<file path="src/rtl/tmr_pkg.sv">
`default_nettype none
// ---------------------------------------------------------------------------
// tmr_pkg : shared FSM encoding, core indices and voter bit map for the TMR
//           fault manager.   Rev 1.0
// ---------------------------------------------------------------------------
package tmr_pkg;

  localparam int NUM_CORES = 3;

  typedef logic [1:0] core_idx_t;

  localparam logic [1:0] ST_NORMAL = 2'd0;
  localparam logic [1:0] ST_RESYNC = 2'd1;
  localparam logic [1:0] ST_FAIL   = 2'd2;

  localparam core_idx_t CORE_A = 2'd0;
  localparam core_idx_t CORE_B = 2'd1;
  localparam core_idx_t CORE_C = 2'd2;

  localparam logic [2:0] VS_CORE_A   = 3'b001;
  localparam logic [2:0] VS_CORE_B   = 3'b010;
  localparam logic [2:0] VS_CORE_C   = 3'b100;
  localparam logic [2:0] NO_MAJORITY = 3'b111;

  function automatic logic [1:0] popcount3(input logic [2:0] v);
    return {1'b0, v[0]} + {1'b0, v[1]} + {1'b0, v[2]};
  endfunction

endpackage
`default_nettype wire

</file>
<file path="src/rtl/fault_tracker.sv">
`default_nettype none
// ---------------------------------------------------------------------------
// fault_tracker : per-core mismatch streak, saturating error counter and
//                 resync attempt count.   Rev 1.0
// ---------------------------------------------------------------------------
module fault_tracker
  import tmr_pkg::*;
#(
  parameter int STREAK_LIMIT = 3,
  parameter int MAX_RESYNC   = 2,
  parameter int CNT_W        = 8
) (
  input  logic             clk,
  input  logic             rst,
  input  logic             valid,
  input  logic             mismatch,
  input  logic             streak_clr,
  input  logic             resync_inc,
  output logic [CNT_W-1:0] err_cnt,
  output logic             candidate,
  output logic             exhausted
);

  localparam int SW = (STREAK_LIMIT < 1) ? 1 : $clog2(STREAK_LIMIT + 1);
  localparam int RW = (MAX_RESYNC < 1) ? 1 : $clog2(MAX_RESYNC + 1);
  localparam logic [SW-1:0] STREAK_MAX = SW'(STREAK_LIMIT);
  localparam logic [RW-1:0] RCNT_MAX   = RW'(MAX_RESYNC);

  logic [SW-1:0] streak;
  logic [SW-1:0] streak_nxt;
  logic [RW-1:0] rcnt;

  always_comb begin
    streak_nxt = streak;
    if (mismatch) begin
      if (streak != STREAK_MAX) streak_nxt = streak + 1'b1;
    end else if (valid) begin
      streak_nxt = '0;
    end
  end

  // Candidacy looks at the post-sample streak so the FSM reacts on the
  // detection edge itself.
  assign candidate = (streak_nxt == STREAK_MAX);
  assign exhausted = (rcnt == RCNT_MAX);

  always_ff @(posedge clk or negedge rst) begin
    if (!rst) begin
      streak  <= '0;
      err_cnt <= '0;
      rcnt    <= '0;
    end else begin
      streak <= streak_clr ? '0 : streak_nxt;
      if (mismatch && (err_cnt != {CNT_W{1'b1}})) err_cnt <= err_cnt + 1'b1;
      if (resync_inc && (rcnt != RCNT_MAX)) rcnt <= rcnt + 1'b1;
    end
  end

endmodule
`default_nettype wire

</file>
<file path="src/rtl/tmr_fault_manager.sv">
`default_nettype none
// ---------------------------------------------------------------------------
// tmr_fault_manager : TMR voter supervision - streak-based fault detection,
//                     resync arbitration, core exclusion and halt.   Rev 1.0
// ---------------------------------------------------------------------------
module tmr_fault_manager
  import tmr_pkg::*;
#(
  parameter int STREAK_LIMIT = 3,
  parameter int MAX_RESYNC   = 2,
  parameter int CNT_W        = 8
) (
  input  logic               clk,
  input  logic               rst,
  input  logic [2:0]         voter_state,
  input  logic               voter_valid,
  input  logic               resync_ack,
  output logic               resync_req,
  output logic [1:0]         resync_core,
  output logic [2:0]         core_disable,
  output logic               halt,
  output logic [3*CNT_W-1:0] err_cnt,
  output logic [1:0]         fsm_state
);

  logic [1:0] state;
  logic [1:0] state_nxt;
  logic       req_nxt;
  logic [1:0] core_nxt;
  logic [2:0] dis_nxt;

  logic [2:0] mismatch;
  logic [2:0] cand;
  logic [2:0] cand_eff;
  logic [2:0] sel_oh;
  logic [1:0] sel_idx;
  logic [2:0] exhausted;
  logic [2:0] streak_clr;
  logic [2:0] resync_inc;
  logic       fail_now;

  assign mismatch = {3{voter_valid}} & voter_state & ~core_disable;

  generate
    for (genvar i = 0; i < NUM_CORES; i++) begin : g_core
      fault_tracker #(
        .STREAK_LIMIT (STREAK_LIMIT),
        .MAX_RESYNC   (MAX_RESYNC),
        .CNT_W        (CNT_W)
      ) u_tracker (
        .clk        (clk),
        .rst        (rst),
        .valid      (voter_valid),
        .mismatch   (mismatch[i]),
        .streak_clr (streak_clr[i]),
        .resync_inc (resync_inc[i]),
        .err_cnt    (err_cnt[i*CNT_W +: CNT_W]),
        .candidate  (cand[i]),
        .exhausted  (exhausted[i])
      );
    end
  endgenerate

  // Lowest-index candidate wins; remaining candidates are picked up later.
  assign cand_eff = cand & ~core_disable;
  assign sel_oh   = cand_eff & (~cand_eff + 3'd1);
  assign sel_idx  = sel_oh[0] ? CORE_A : (sel_oh[1] ? CORE_B : CORE_C);

  assign fail_now = (voter_valid && (voter_state == NO_MAJORITY)) ||
                    (popcount3(core_disable) >= 2'd2);

  always_comb begin
    state_nxt  = state;
    req_nxt    = resync_req;
    core_nxt   = resync_core;
    dis_nxt    = core_disable;
    streak_clr = '0;
    resync_inc = '0;
    if (state != ST_FAIL) begin
      if (fail_now) begin
        state_nxt = ST_FAIL;
        req_nxt   = 1'b0;
      end else if (state == ST_RESYNC) begin
        if (resync_ack) begin
          streak_clr = 3'b001 << resync_core;
          req_nxt    = 1'b0;
          state_nxt  = ST_NORMAL;
        end
      end else if (|sel_oh) begin
        if (|(sel_oh & exhausted)) begin
          dis_nxt    = core_disable | sel_oh;
          streak_clr = sel_oh;
        end else begin
          resync_inc = sel_oh;
          req_nxt    = 1'b1;
          core_nxt   = sel_idx;
          state_nxt  = ST_RESYNC;
        end
      end
    end
  end

  always_ff @(posedge clk or negedge rst) begin
    if (!rst) begin
      state        <= ST_NORMAL;
      resync_req   <= 1'b0;
      resync_core  <= CORE_A;
      core_disable <= '0;
      halt         <= 1'b0;
    end else begin
      state        <= state_nxt;
      resync_req   <= req_nxt;
      resync_core  <= core_nxt;
      core_disable <= dis_nxt;
      halt         <= (state_nxt == ST_FAIL);
    end
  end

  assign fsm_state = state;

endmodule
`default_nettype wire

</file>
<file path="config.mk">
export PLATFORM = sky130hd
export DESIGN_NAME = tmr_fault_manager
export DESIGN_NICKNAME = d
export VERILOG_FILES = /design/src/rtl/tmr_pkg.sv /design/src/rtl/fault_tracker.sv /design/src/rtl/tmr_fault_manager.sv
export SDC_FILE = /design/constraint.sdc
export NUM_CORES = 1
export LEC_CHECK = 0
export CORE_ASPECT_RATIO = 1.4
export CORE_MARGIN = 4
export CORE_UTILIZATION = 48
export DETAILED_ROUTE_END_ITERATION = 16
export PLACE_DENSITY = 0.75
export SLEW_MARGIN = 30
export SYNTH_ARGS = -nofsm -noshare
export SYNTH_HDL_FRONTEND = slang
export SYNTH_SLANG_ARGS = --single-unit
</file>
<file path="constraint.sdc">
create_clock -name clk -period 1.66 [get_ports clk]
set_input_delay 0.332 -clock clk [delete_from_list [all_inputs] [get_ports clk]]
set_output_delay 0.332 -clock clk [all_outputs]
set_load 0.01 [all_outputs]
</file>
==> results of run 1 <==
repair_timing:
item | CTS | global route
gates resized for setup | 25 | 21
pin swaps | 9 | 2
setup buffers | 2 | 5
endpoints found under the setup margin | 36 | 32
metal layers:
metal  global-route usage (%)  wire [microns]
met1                    22.74            2231
met2                    32.57            2957
met3                    3.713             189
met4                    8.629             162
met5                        0               0
stage by stage:
step | cells | hold WS (ns) | area, sq um | power [W]
6_report | 378 | 0.0001394 | 3378 | 0.003463
5_1_grt | 378 | 0.01648 | 3378 | 0.003655
4_1_cts | 373 | 0.01161 | 3286 | 0.003436
3_5_place_dp | 363 | 0.3289 | 3124 | 0.002762
3_3_place_gp | 363 | 0.3328 | 3124 | 0.002720
2_1_floorplan | 226 | 0.03641 | 2399 | 0.002100
where the power goes:
group	switching [W]	internal, W
registers	0.000266	0.00133
clock network	0.000349	0.000292
logic	0.000507	0.000722
layout by cell type, fill, tap and decap left out, drive strengths merged, types with 2 or more instances in the layout:
cell           instances
a21o                   3
clkbuf                 6
clkdlybuf4s50         27
nand3                 11
and2                   2
and3b                  2
a31oi                  2
nand2b                 8
a2bb2oi                2
dlymetal6s2s           6
dlygate4sd2            5
or2                    3
nor2                  16
inv                   11
and4                   2
mux2                   5
a211oi                 2
o21ai                 12
nand2                 24
a21oi                  9
and3                   5
clkinv                 2
buf                   44
nor3b                  2
xnor2                 15
mux2i                  3
xor2                  10
ha                     7
nand4                  6
nor3                   2
dfrtp                 45
logic make-up after synthesis:
kind of cell | after synthesis | share of synthesized area [%]
flip-flops | 45 | 47.59
XOR/XNOR | 25 | 9.254
adder cells (fa/ha/maj) | 7 | 3.702
AND/OR/NAND/NOR | 88 | 19.78
AO/OA/AOI/OAI | 40 | 13.01
multiplexers | 8 | 3.966
buffers and inverters | 13 | 2.697
flip-flops by register name (all words and copies together), names as in the netlist:
register                  cells
core_disable                  3
fsm_state                     2
g_core.u_tracker.err_cnt     24
g_core.u_tracker.rcnt         6
g_core.u_tracker.streak       6
halt                          1
resync_core                   2
resync_req                    1
layout make-up:
class                           count  area, sq um
Tap cell                           64        80.08
Clock inverter                      2        10.01
Multi-Input combinational cell    168         1301
Fill cell                         397         1426
Inverter                           11        41.29
Timing Repair Buffer               82        737.0
Sequential cell                    45         1136
Clock buffer                        6        72.57
worst min path at each step:
stage | start | to | slack [ns] | cells past startpoint
2_1_floorplan | rst | core_disable[0] | 0.04 | 0
3_3_place_gp | rst | core_disable[1] | 0.33 | 2
3_5_place_dp | rst | core_disable[1] | 0.33 | 2
4_1_cts | rst | halt | 0.01 | 2
5_1_grt | rst | g_core[1].u_tracker.streak[1] | 0.02 | 2
6_report | rst | g_core[1].u_tracker.streak[0] | 0.0001 | 2
Yosys cell counts, drive strengths merged (3+ instances only):
cell type  count  share of area (%)
or2            3               0.79
nand2         24                3.8
xnor2         15                5.6
and3           5                1.3
dfrtp         45                 48
nand3         11                2.3
nor2          16                2.5
a21oi          9                1.9
a21o           3               0.95
inv           11                1.7
ha             7                3.7
mux2i          3                1.4
nand4          6                1.9
mux2           5                2.5
nand2b         8                2.1
o21ai         12                2.7
xor2          10                3.7
worst max-delay path: stages, from the launching register on:
cell,delay [ns]
dfrtp_1,0.43
ha_4,0.27
a21oi_4,0.18
and3_4,0.27
nand2_4,0.06
o21a_1,0.17
o22a_1,0.19
==> flow_summary_export.csv, run 1 <==
group,metric,value,unit
sta,maxSlewViolCount,0,
clocking,cts_hold_buf,0,
placed_design,hpwl,4133,microns
worst_setup_path,r2r-start,"core_disable[2]",
synth,yosysSeqAreaShare,47.59,%
outcome,violations,"negative setup slack",
worst_setup_path,startpoint,"core_disable[2]",
sta,finalSetupTns,-0.02609,ns
clocking,clk_latency,0.29,ns
floorplan,rows,30,
layout,syn2layout_area_growth,42.78,%
synth,netlist_area,0.002366,sq mm
sta,fmax,0.5931,GHz
clocking,cts_tree,"built",
run,maxCapViolCount,0,
synth,synth_edf_count,0,
synth,synthArstFlopShare,100.0,%
grt,antenna_found_initial,0,
worst_setup_path,cp-start-kind,"flip-flop",
floorplan,dieArea,0.006132,sq mm
floorplan,io-pin-count,40,
clocking,cts_buffers,5,
grt,grt_pass1_wl,9101,microns
power,p_leak,1.598,nW
clocking,cts_htree_levels,2,
sta,rsz0062_at_grt,"true",
synth,ys_ff_latch,45,
layout,utilization,70.31,%
worst_setup_path,worstSetupEndpoint,"resync_core[1]",
drt,routed_via_density,5.225,
floorplan,initial_core_util,49.24,%
floorplan,fp.dieW,67.34,microns
drt,ant_nets,0,
placed_design,dp_worst_setup_slack,-0.4792,ns
layout,fin_nets,327,
grt,grt.total_usage,19.19,%
synth,synth-main-ff-cell,"dfrtp_1",
clocking,clk_pin_slew,0.08,ns
grt,grt_max_degree,46,
layout,drive_above_1_share,29.94,%
worst_setup_path,worstReg2RegEnd,"resync_core[1]",
synth,syn_inst,226,
clocking,clk_path_buf_depth,2,
synth,syn_nets,240,
drt,wire_per_inst,14.66,microns
drt,via_count,1975,
synth,synth.avg_cell_area,10.47,sq um
sta,fin_crit_sh,101.6,%
worst_setup_path,r2r_setup_slack,-0.03,ns
sta,fin_ws,-0.02609,ns
drt,drc_errors,0,
floorplan,die_h,91.07,microns
synth,synth_warnings,0,
grt,grt_pass1_vias,2048,
clocking,clkSinkCount,45,
worst_setup_path,worstSetupPathType,"flip-flop to flip-flop",
placed_design,gp_congestion,0.9079,
sta,setup_viol,1,
drt,firstDrtPassIters,4,
clocking,cts-root-buf,"clkbuf_8",
worst_setup_path,worstRegToRegCells,6,
placed_design,portBuffers,39,
worst_setup_path,cp_max_fo,5,
worst_setup_path,arrival,1.87,ns
worst_setup_path,cp-end-kind,"flip-flop",
outcome,status,"finished with violations",
sta,hold_violations,0,
synth,synth_cell_types,52,
power,power.density,1025,mW/mm^2
power,max-vdd-ir-drop,981.6,uV
sta,slew_headroom,82.69,%
grt,gr-total-overflow,0,
drt,wirelength,5541,microns
sta,tightest_slew,0.2541,ns
drt,drt_iter0_markers,80,
hold_path,hold_path_class,"input port to asynchronous set/reset pin",
sta,period_needed,1.686,ns
worst_setup_path,critPathRequiredTime,1.84,ns
layout,diodes,0,
floorplan,core_area,0.004805,sq mm
sta,final.setup_skew,0.005285,ns
No activity file was read; power rests on OpenSTA's default activity.
==> run 2, diff against run 1 <==
--- a/config.mk
+++ b/config.mk
@@ -7,10 +7,11 @@
 export LEC_CHECK = 0
 export CORE_ASPECT_RATIO = 1.4
 export CORE_MARGIN = 4
-export CORE_UTILIZATION = 48
+export CORE_UTILIZATION = 53
 export DETAILED_ROUTE_END_ITERATION = 16
-export PLACE_DENSITY = 0.75
+export PLACE_DENSITY = 0.79
 export SLEW_MARGIN = 30
 export SYNTH_ARGS = -nofsm -noshare
 export SYNTH_HDL_FRONTEND = slang
 export SYNTH_SLANG_ARGS = --single-unit
+export TNS_END_PERCENT = 50
==> constraint.sdc (replaced) <==
create_clock -name clk -period 1.62 [get_ports clk]
set_input_delay 0.324 -clock clk [delete_from_list [all_inputs] [get_ports clk]]
set_output_delay 0.324 -clock clk [all_outputs]
set_load 0.01 [all_outputs]
==> run 2 against run 1 <==
Effect of this change: the run still ends with negative setup slack left; hold slack gained 0.49 ns; die area fell by 8.5%; non-clock buffer count up 8.
==> flow_summary_export.csv, run 2 (same netlist as run 1, synthesis figures left out) <==
group,metric,value,unit
layout,syn2layout_area_growth,46.48,%
outcome,violations,"negative setup slack",
drt,drt_iter0_markers,79,
worst_setup_path,path_cells,"ha_4, a21oi_4, nand3_2, or3_4, xnor2_2",
power,p_leak,1.749,nW
placed_design,portBuffers,39,
drt,met1_length,2267,microns
power,power.density,1028,mW/mm^2
sta,period_needed,1.680,ns
layout,largest_reg_flops,24,
drt,via_count,2082,
drt,highest_layer,"met4",
sta,hold_violations,0,
floorplan,die_h,87.06,microns
drt,routed_via_density,5.450,
layout,fin_nets,335,
placed_design,dp_worst_setup_slack,-0.5019,ns
drt,ant_nets,0,
run,maxCapViolCount,0,
sta,tightest_slew,0.3400,ns
layout,diodes,0,
clocking,cts-root-buf,"clkbuf_8",
floorplan,fp.dieW,64.47,microns
worst_setup_path,cp-end-kind,"flip-flop",
worst_setup_path,cp_max_fo,4,
clocking,cts_buffers,5,
layout,layout_commonest_cell,"buf_4",
grt,antenna_found_initial,0,
grt,grt_pass1_wl,9832,microns
layout,utilization,81.09,%
sta,finalSetupTns,-0.2120,ns
grt,gr-total-overflow,0,
sta,slew_headroom,76.97,%
floorplan,dieArea,0.005612,sq mm
grt,grt_max_degree,46,
placed_design,dp_cells,364,
sta,fmax,0.5952,GHz
worst_setup_path,arrival,1.87,ns
sta,setup_viol,7,
floorplan,rows,28,
worst_setup_path,cp_num_buf_inv,0,
sta,fin_crit_sh,103.7,%
layout,reg.largest.list,"g_core.u_tracker.err_cnt (24), g_core.u_tracker.rcnt (6), g_core.u_tracker.streak (6)",
drt,firstDrtPassIters,4,
floorplan,initial_core_util,55.36,%
layout,final_cells,382,
layout,drive_above_1_share,35.09,%
layout,top_register,"g_core.u_tracker.err_cnt",
drt,route.met2.wl,3205,microns
clocking,cts_tree,"built",
power,max-vdd-ir-drop,1072,uV
drt,wl_met3,224,microns
sta,rsz0062_at_grt,"true",
worst_setup_path,cp_top_family,"simple AND/OR/NAND/NOR gates",
worst_setup_path,cp-start-kind,"flip-flop",
layout,final_cell_mix,"buf_4 (45), dfrtp_1 (37), nand2_1 (20)",
drt,wirelength,5956,microns
sta,fin_ws,-0.06008,ns
drt,drc_errors,0,
worst_setup_path,critPathRequiredTime,1.81,ns
floorplan,core_area,0.004274,sq mm
sta,final.setup_skew,0.004647,ns
worst_setup_path,cpMaxStageDelayCell,"dfrtp_2",
clocking,cts_htree_levels,2,
outcome,status,"finished with violations",
placed_design,hpwl,4222,microns
placed_design,placed_area,0.003166,sq mm
grt,grt_pass1_vias,2210,
clocking,clk_path_buf_depth,2,
hold_path,hold_path_class,"flip-flop to flip-flop",
layout,post-route-cell-area,0.003466,sq mm
clocking,clk_pin_slew,0.08,ns
floorplan,io-pin-count,40,
drt,wire_per_inst,15.59,microns
clocking,clkSinkCount,45,
worst_setup_path,worstSetupPathType,"flip-flop to flip-flop",
placed_design,gp_congestion,0.9521,
clocking,clk_latency,0.30,ns
worst_setup_path,critical_path.max_stage_delay,0.44,ns
grt,grt.total_usage,23.03,%
sta,maxSlewViolCount,0,
==> run 2: area by class of cell <==
type	instances	area, sq um
Clock buffer	6	72.57
Clock inverter	2	10.01
Fill cell	271	808.3
Inverter	11	41.29
Multi-Input combinational cell	168	1324
Sequential cell	45	1136
Tap cell	60	75.07
Timing Repair Buffer	90	807.0
==> run 2: routing by layer <==
metal / vias up / global-route usage [%]
li1: 988 / -
met1: 1018 / 23.86
met2: 54 / 43.14
met3: 22 / 5.039
met4: 0 / 11.35
met5: - / 0
==> run 2: stage by stage <==
| step | hold slack, ns | total power (W) |
|---|---|---|
| floorplan | 0.02841 | 0.002152 |
| detailed placement | 0.3212 | 0.002872 |
| finish | 0.4926 | 0.003562 |
| CTS | 0.4809 | 0.003548 |
| global placement | 0.3178 | 0.002831 |
| global route | 0.5162 | 0.003799 |
==> run 2: path summary, 6_finish.rpt <==
kind	slack, ns	end	cells after the start	start
setup / recovery	-0.06	g_core[0].u_tracker.rcnt[0]	5	core_disable[0]
hold / removal	0.49	g_core[1].u_tracker.err_cnt[6]	1	g_core[1].u_tracker.err_cnt[6]
setup reg to reg	-0.06	g_core[0].u_tracker.rcnt[0]	5	core_disable[0]
hold reg to reg	0.49	g_core[1].u_tracker.err_cnt[6]	1	g_core[1].u_tracker.err_cnt[6]
max in group asynchronous	0.86	core_disable[2]	3	rst
min in group asynchronous	0.52	fsm_state[1]	3	rst
==> run 2: power breakdown <==
group	switching [W]	internal [W]	total [W]
registers	0.000236	0.00136	0.00160
clock network	0.000369	0.000299	0.000669
logic	0.000583	0.000715	0.00130
==> run 2: repair_timing <==
action	CTS	global route
hold endpoints to repair	10	0
setup buffers	6	2
setup endpoints to repair	46	37
pin swaps	4	7
gates cloned	1	0
gates resized for setup	37	31
hold buffers	1	0
==> run 3, diff against run 2 <==
--- a/config.mk
+++ b/config.mk
@@ -7,9 +7,9 @@
 export LEC_CHECK = 0
 export CORE_ASPECT_RATIO = 1.4
 export CORE_MARGIN = 4
-export CORE_UTILIZATION = 53
+export CORE_UTILIZATION = 48
 export DETAILED_ROUTE_END_ITERATION = 16
-export PLACE_DENSITY = 0.79
+export PLACE_DENSITY = 0.75
 export SLEW_MARGIN = 30
 export SYNTH_ARGS = -nofsm -noshare
 export SYNTH_HDL_FRONTEND = slang
==> constraint.sdc (replaced) <==
create_clock -name clk -period 1.5 [get_ports clk]
set_input_delay 0.3 -clock clk [delete_from_list [all_inputs] [get_ports clk]]
set_output_delay 0.3 -clock clk [all_outputs]
set_load 0.01 [all_outputs]
==> run 3 against run 2 <==
Effect of this change: the run still ends with negative setup slack left; maximum frequency shrank 1.2%; global-route usage grew 0.20 points; clock skew grew 0.011 ns; combinational power grew 17%; worst setup slack lost 0.14 ns; cell count grew 8.4%; non-clock buffer count grew 28; register-to-register slack lost 0.14 ns; clock power grew 12%; critical path type unchanged; critical endpoint is now resync_core[1].
==> flow_summary_export.csv, run 3 (same netlist as run 1, synthesis figures left out) <==
group,metric,value,unit
grt,grt_max_degree,46,
grt,gr-total-overflow,0,
sta,hold_violations,0,
floorplan,io-pin-count,40,
placed_design,gp_congestion,0.8928,
floorplan,die_h,91.07,microns
layout,top_register,"g_core.u_tracker.err_cnt",
worst_setup_path,worstRegToRegCells,6,
clocking,clkSinkCount,45,
grt,antenna_found_initial,0,
outcome,violations,"negative setup slack",
sta,fin_ws,-0.1998,ns
worst_setup_path,worstReg2RegEnd,"resync_core[1]",
grt,grt_pass1_vias,2304,
clocking,cts_htree_levels,2,
drt,drt_iter0_markers,96,
power,power.density,1037,mW/mm^2
worst_setup_path,cp_max_fo,4,
clocking,clk_pin_slew,0.09,ns
hold_path,hold_path_class,"flip-flop to flip-flop",
drt,firstDrtPassIters,4,
power,power_frac_seq,42.5,%
sta,fmax,0.5883,GHz
worst_setup_path,cp-start-kind,"flip-flop",
layout,final_cell_mix,"buf_4 (62), dfrtp_1 (41), dlygate4sd2_1 (31)",
power,power_frac_comb,38.5,%
floorplan,dieArea,0.006132,sq mm
hold_path,worstHoldStart,"g_core[0].u_tracker.rcnt[0]",
drt,via_count,2210,
clocking,cts-root-buf,"clkbuf_8",
placed_design,portBuffers,39,
sta,slew_headroom,71.78,%
sta,tightest_slew,0.4203,ns
power,power.internal,0.002591,W
hold_path,min_path_cells,1,
sta,final.setup_skew,0.01534,ns
worst_setup_path,r2r-start,"core_disable[2]",
power,switching_share,34.20,%
floorplan,fp.dieW,67.34,microns
worst_setup_path,critPathRequiredTime,1.71,ns
grt,grt_pass1_wl,10760,microns
clocking,clk_path_buf_depth,2,
sta,setup_viol,30,
sta,fin_crit_sh,113.3,%
worst_setup_path,arrival,1.91,ns
clocking,cts_tree,"built",
grt,grt.total_usage,23.22,%
power,p_leak,1.824,nW
worst_setup_path,worstSetupPathType,"flip-flop to flip-flop",
power,max-vdd-ir-drop,758.5,uV
layout,fin_nets,363,
sta,finalSetupTns,-2.126,ns
layout,post-route-cell-area,0.003796,sq mm
outcome,status,"finished with violations",
run,maxCapViolCount,0,
placed_design,hpwl,4169,microns
floorplan,core_area,0.004805,sq mm
sta,maxSlewViolCount,0,
worst_setup_path,startpoint,"core_disable[2]",
floorplan,rows,30,
drt,wirelength,6667,microns
layout,syn2layout_area_growth,60.44,%
drt,routed_via_density,5.338,
layout,largest_reg_flops,24,
layout,reg.largest.list,"g_core.u_tracker.err_cnt (24), g_core.u_tracker.rcnt (6), g_core.u_tracker.streak (6)",
placed_design,dp_worst_setup_slack,-0.6073,ns
drt,ant_nets,0,
layout,layout_commonest_cell,"buf_4",
layout,utilization,79.01,%
worst_setup_path,cp-end-kind,"flip-flop",
clocking,cts_buffers,5,
placed_design,placed_area,0.003288,sq mm
worst_setup_path,r2r_setup_slack,-0.20,ns
sta,rsz0062_at_grt,"true",
power,finalPower,0.003938,W
drt,drc_errors,0,
floorplan,initial_core_util,49.24,%
power,clockPowerShare,19.0,%
sta,period_needed,1.700,ns
layout,drive_above_1_share,43.71,%
drt,wire_per_inst,16.10,microns
layout,diodes,0,
power,power.switching,0.001347,W
hold_path,min_to,"g_core[0].u_tracker.rcnt[0]",
clocking,clk_latency,0.31,ns
==> run 3: cell count changes in the layout (fill, tap and decap cells not counted), sizes merged <==
| cell | delta |
|---|---|
| clkinvlp | +1 |
| buf | +30 |
| clkdlybuf4s50 | -9 |
| clkdlybuf4s15 | +2 |
| dlymetal6s2s | -12 |
| dlygate4sd2 | +17 |
| clkbuf | -1 |
==> run 3: worst max path at each step <==
stage | slack, ns | depth (start not counted) | endpoint
final | -0.20 | 6 | resync_core[1]
after global routing | -0.26 | 7 | resync_core[0]
after CTS | -0.14 | 6 | resync_core[1]
after detailed placement | -0.61 | 7 | core_disable[0]
after global placement | -0.61 | 7 | core_disable[0]
after floorplan | -0.06 | 6 | resync_core[1]
==> run 3: stage by stage <==
step | hold slack [ns] | instances
6_report | 0.4908 | 414
3_5_place_dp | 0.2989 | 383
2_1_floorplan | 0.004409 | 226
4_1_cts | 0.4943 | 412
3_3_place_gp | 0.2998 | 383
5_1_grt | 0.5143 | 414
==> run 3: final cells by class <==
class	instances	area, sq um
clock buffers	5	68.82
fillers	344	1008
inverters	11	41.29
well taps	64	80.08
flip-flops and latches	45	1131
repair buffers	118	1018
multi-input cells	168	1439
clock inverters	3	17.52
==> run 3: critical path, stage by stage, from the launching register on <==
cell and delay [ns]:
dfrtp_2 0.45, ha_4 0.26, a21oi_4 0.19, and3_4 0.28, nand2_4 0.06, o21a_1 0.17
o22a_1 0.19
==> run 3: metal layers <==
layer / wire (microns) / track usage (%) / vias up
met2: 3752 / 40.36 / 56
met1: 2480 / 25.93 / 1093
met4: 244 / 11.17 / 0
met3: 189 / 4.950 / 25
li1: - / - / 1036
met5: 0 / 0 / -
==> run 3: power groups by stage <==
stage	combinational [W]	sequential [W]	clock, W
detailed placement	0.00154	0.00170	0
floorplan	0.000475	0.00185	0
finish	0.00152	0.00167	0.000747
global placement	0.00150	0.00169	0
global route	0.00166	0.00172	0.000815
CTS	0.00149	0.00167	0.000765
==> run 3: repair_timing <==
| action | in CTS | in global routing |
|---|---|---|
| gates resized for setup | 92 | 24 |
| hold buffers | 1 | 0 |
| endpoints found under the setup margin | 69 | 40 |
| setup buffers | 19 | 4 |
| hold endpoints to repair | 45 | 0 |
| pin swaps | 20 | 10 |
| cloned | 1 | 0 |
